### config.mk
export PLATFORM = sky130hd
export DESIGN_NAME = shift_rows_pipe
export DESIGN_NICKNAME = d
export VERILOG_FILES = /design/src/rtl/shift_rows_pipe.sv
export SDC_FILE = /design/constraint.sdc
export NUM_CORES = 1
export LEC_CHECK = 0
export BUFFER_PORTS_ARGS = -buffer_cell sky130_fd_sc_hd__buf_4
export CAP_MARGIN = 20
export CORE_ASPECT_RATIO = 2
export CORE_MARGIN = 2
export CORE_UTILIZATION = 46
export CTS_BUF_LIST = sky130_fd_sc_hd__clkbuf_2 sky130_fd_sc_hd__clkbuf_4 sky130_fd_sc_hd__clkbuf_8
export DETAILED_ROUTE_END_ITERATION = 10
export MAX_ROUTING_LAYER = met4
export PLACE_DENSITY_LB_ADDON = 0.15
export SLEW_MARGIN = 15
export SYNTH_ARGS = -nofsm -noshare
export SYNTH_HDL_FRONTEND = slang
export SYNTH_SLANG_ARGS = --single-unit
### constraint.sdc
create_clock -name clk -period 3.85 [get_ports clk]
set_input_delay 0.77 -clock clk [delete_from_list [all_inputs] [get_ports clk]]
set_output_delay 0.77 -clock clk [all_outputs]
set_load 0.02 [all_outputs]
### src/rtl/shift_rows_pipe.sv
// AES ShiftRows / InvShiftRows permutation followed by an elastic register pipeline.
// The permutation is purely combinational; the pipeline stages carry data, tag and valid.
module shift_rows_pipe #(
  parameter int NB     = 4,
  parameter int STAGES = 1,
  parameter int TAG_W  = 4
) (
  input  logic              clk,
  input  logic              rst,
  input  logic              in_valid,
  output logic              in_ready,
  input  logic [32*NB-1:0]  in_data,
  input  logic [1:0]        in_mode,
  input  logic [TAG_W-1:0]  in_tag,
  output logic              out_valid,
  input  logic              out_ready,
  output logic [32*NB-1:0]  out_data,
  output logic [TAG_W-1:0]  out_tag,
  output logic [2:0]        occupancy,
  output logic              mode_err
);

  localparam int W = 32 * NB;

  // Row offsets; the 256-bit state uses the wider spacing on rows 2 and 3.
  function automatic int row_shift(input int r);
    case (r)
      0:       return 0;
      1:       return 1;
      2:       return (NB == 8) ? 3 : 2;
      default: return (NB == 8) ? 4 : 3;
    endcase
  endfunction

  logic [W-1:0] perm;

  for (genvar c = 0; c < NB; c++) begin : g_col
    for (genvar r = 0; r < 4; r++) begin : g_row
      localparam int SH  = row_shift(r);
      localparam int FWD = (c + SH) % NB;
      localparam int INV = (c - SH + NB) % NB;
      localparam int DST = W - 1 - 32 * c - 8 * r;
      localparam int SF  = W - 1 - 32 * FWD - 8 * r;
      localparam int SI  = W - 1 - 32 * INV - 8 * r;
      assign perm[DST -: 8] = (in_mode == 2'b00) ? in_data[SF -: 8] :
                              (in_mode == 2'b01) ? in_data[SI -: 8] :
                                                   in_data[DST -: 8];
    end
  end

  logic             vld   [STAGES];
  logic [W-1:0]     sdata [STAGES];
  logic [TAG_W-1:0] stag  [STAGES];
  logic [STAGES-1:0] rdy;

  // rdy[k]: stage k can load this cycle (empty, or its content moves on).
  always_comb begin
    logic chain;
    chain = out_ready;
    rdy   = '0;
    for (int k = STAGES - 1; k >= 0; k--) begin
      chain  = !vld[k] || chain;
      rdy[k] = chain;
    end
  end

  logic in_xfer;
  logic out_xfer;

  assign in_ready  = rdy[0] && !rst;
  assign in_xfer   = in_valid && in_ready;
  assign out_valid = vld[STAGES-1];
  assign out_data  = sdata[STAGES-1];
  assign out_tag   = stag[STAGES-1];
  assign out_xfer  = out_valid && out_ready;

  always_ff @(posedge clk) begin
    if (rst) begin
      for (int k = 0; k < STAGES; k++) begin
        vld[k]   <= 1'b0;
        sdata[k] <= '0;
        stag[k]  <= '0;
      end
      occupancy <= '0;
      mode_err  <= 1'b0;
    end else begin
      if (rdy[0]) begin
        vld[0] <= in_valid;
        if (in_valid) begin
          sdata[0] <= perm;
          stag[0]  <= in_tag;
        end
      end
      for (int k = 1; k < STAGES; k++) begin
        if (rdy[k]) begin
          vld[k] <= vld[k-1];
          if (vld[k-1]) begin
            sdata[k] <= sdata[k-1];
            stag[k]  <= stag[k-1];
          end
        end
      end
      case ({in_xfer, out_xfer})
        2'b10:   occupancy <= occupancy + 3'd1;
        2'b01:   occupancy <= occupancy - 3'd1;
        default: occupancy <= occupancy;
      endcase
      if (in_xfer && in_mode == 2'b11)
        mode_err <= 1'b1;
    end
  end

endmodule

==> metrics.cfg <==
[floorplanning]
core_um2=14700
rows=63
die_height_um=177
dieWidth_um=90.6
io_pins=276
die_area_um2=16100
floorplan.initialDensity=0.468

[sta]
hold_viol=0
max_freq_ghz=0.432
fin_crit_ns=2.31
slew_viol_final=0
rsz0062_at_grt=false
fin_ws_ns=1.54
finalCritPeriodShare=0.601
setup_viol=0
fin_tns_setup_ns=0
max-slew-margin-rel=0.269
skew_ns=0.00660
worstMarginPinSlew_ns=1.10

[place]
io_buffers=275
place_ws_ns=1.11
place_congestion=0.816
hpwl_mm=12.5

[setup_path]
rr_worst_depth=7
crit_slowest_cell=edfxtp_1
reg2reg_from=vld[0]
critPathKind=flip-flop to flip-flop
crit_chain=nand2b_2, nand3b_4, ha_1, fa_1, xnor2_1, or3_1, a21oi_1
critPathMaxStageDelay_ns=0.45
timing.rr.end=occupancy[2]
regToRegSetupSlack_ns=1.54
cp_data_required_time_ns=4.22
cp.arrival_ns=2.68
crit_fanout=30
crit_path_start_kind=flip-flop
end_kind=flip-flop
crit_start=vld[0]

[hold_path]
min_to=mode_err
min_from=mode_err
hold_path_class=flip-flop to flip-flop
whs_path_depth=2

[logic_synthesis]
ys_types=25
ys_warn_count=0
synth_area_leader_cell=edfxtp_1
ys_ff_latch=137
yosys-top-cells-area=edfxtp_1 (58%), mux2i_1 (14%), mux2_4 (11%)
syn-cell-area_um2=6900
seq_area_frac_synth=0.590
syn-num-nets=620
avgSynthCellArea_um2=14.4
synthCells=480
yosysTopAreaCellShare=0.579

[detailed_routing]
antenna_left=0
via_per_inst=5.08
num_vias=4853
drt_wl_total_mm=17.0
wl_per_cell_um=17.8
first_pass_iters=5
drc=0
drt-initial-drc-count=142

[clock_network]
clock-sinks=137
clk_pin_slew_ns=0.08
hold_buffers=0
tritoncts=yes
cts_resized=0
htreeDepth=4
clock_latency_ns=0.44
cts_buffer_depth=2
cts_buffers=17
post_cts_buffers=0
clockRootBuffer=clkbuf_8

[final_layout]
area_growth_syn_to_layout_pct=37.3
final_common_cell=buf_4
drive_above_1_share=0.497
num-nets-final=888
final_cell_mix=buf_4 (278), edfxtp_1 (133), nor2_1 (100)
diodes=0

[power_and_ir_drop]
ir_worst_vdd_mv=0.272
power.total_mw=3.82
leakagePower_nw=4.44
power.density_nw_per_um2=403

[run_status]
status=complete, no violations

[grt]
grt_antenna_before_repair=0
grt_max_degree=70
grt_pass1_wl_mm=26.2
track_usage=0.220
grt_overflow=0
first_global_vias=4954

[job]
max_cap_violations=0

## metrics by stage
| stage | hold slack (ns) | instance area, um2 | util | std cells |
|---|---|---|---|---|
| 6_report | 0.492 | 9470 | 0.643 | 956 |
| 3_3_place_gp | 0.460 | 9060 | 0.615 | 924 |
| 3_5_place_dp | 0.466 | 9060 | 0.615 | 924 |
| 5_1_grt | 0.526 | 9470 | 0.643 | 956 |
| 2_1_floorplan | 0.552 | 6900 | - | 480 |
| 4_1_cts | 0.485 | 9470 | 0.643 | 956 |
## sequential cells by signal, summed over array words and instances (netlist names)
signal,flops
mode_err,1
sdata,128
stag,4
occupancy,3
vld,1
## worst max-delay path by stage
stage,to,slack [ns],cells past startpoint
3_3_place_gp,occupancy[2],1.15,8
2_1_floorplan,sdata[0][0],0.89,2
4_1_cts,occupancy[2],1.53,7
5_1_grt,occupancy[2],1.35,7
6_report,occupancy[2],1.54,7
3_5_place_dp,occupancy[2],1.11,8
## cells by family after synthesis
group,after synthesis,synth area share
multiplexers,161,0.272
AND/OR/NAND/NOR,142,0.0949
flip-flops,137,0.590
buffers and inverters,32,0.0317
AO/OA/AOI/OAI,4,0.00381
XOR/XNOR,2,0.00254
adder cells (fa/ha/maj),2,0.00472
## cell usage after synthesis
cell        n
edfxtp_1  133
nor2_1    100
mux2i_1    97
mux2_4     49
and2_1     37
buf_2      16
mux2_2     15
buf_4       7
buf_6       7
dfxtp_1     4
a21o_1      1
a21oi_1     1
a41oi_1     1
clkbuf_1    1
fa_1        1
ha_1        1
inv_2       1
nand2b_1    1
nand2b_2    1
nand3b_4    1
nor2b_1     1
o21ai_0     1
or3_1       1
xnor2_1     1
xor2_1      1
## layout make-up
class | count | area, um2
flip-flops and latches | 137 | 4070
repair buffers | 280 | 2130
fillers | 1152 | 5270
well taps | 195 | 244
clock buffers | 17 | 234
inverters | 1 | 3.75
multi-input cells | 311 | 2610
clock inverters | 15 | 176
## worst max-delay path: cells and delay by family (launching register included)
family / cells / cell delay (ns)
compound gates: 1 / 0.16
xor+xnor: 1 / 0.14
fa+ha+maj: 2 / 0.75
flops: 1 / 0.45
simple gates: 3 / 0.75
## power breakdown
part	internal, mW	total (mW)	switching (mW)
logic	0.388	0.804	0.416
registers	1.77	1.81	0.0388
clock network	0.640	1.20	0.564
total	2.80	3.82	1.02
## routing by layer
| metal | GRT usage | vias to the layer above | wire (um) |
|---|---|---|---|
| met4 | 0.103 | 0 | 557 |
| met5 | - | - | 0 |
| met2 | 0.398 | 203 | 9700 |
| met3 | 0.0532 | 29 | 1050 |
| met1 | 0.219 | 2355 | 5730 |
| li1 | - | 2266 | - |
Note: power is estimated with default switching activity, not from simulation.
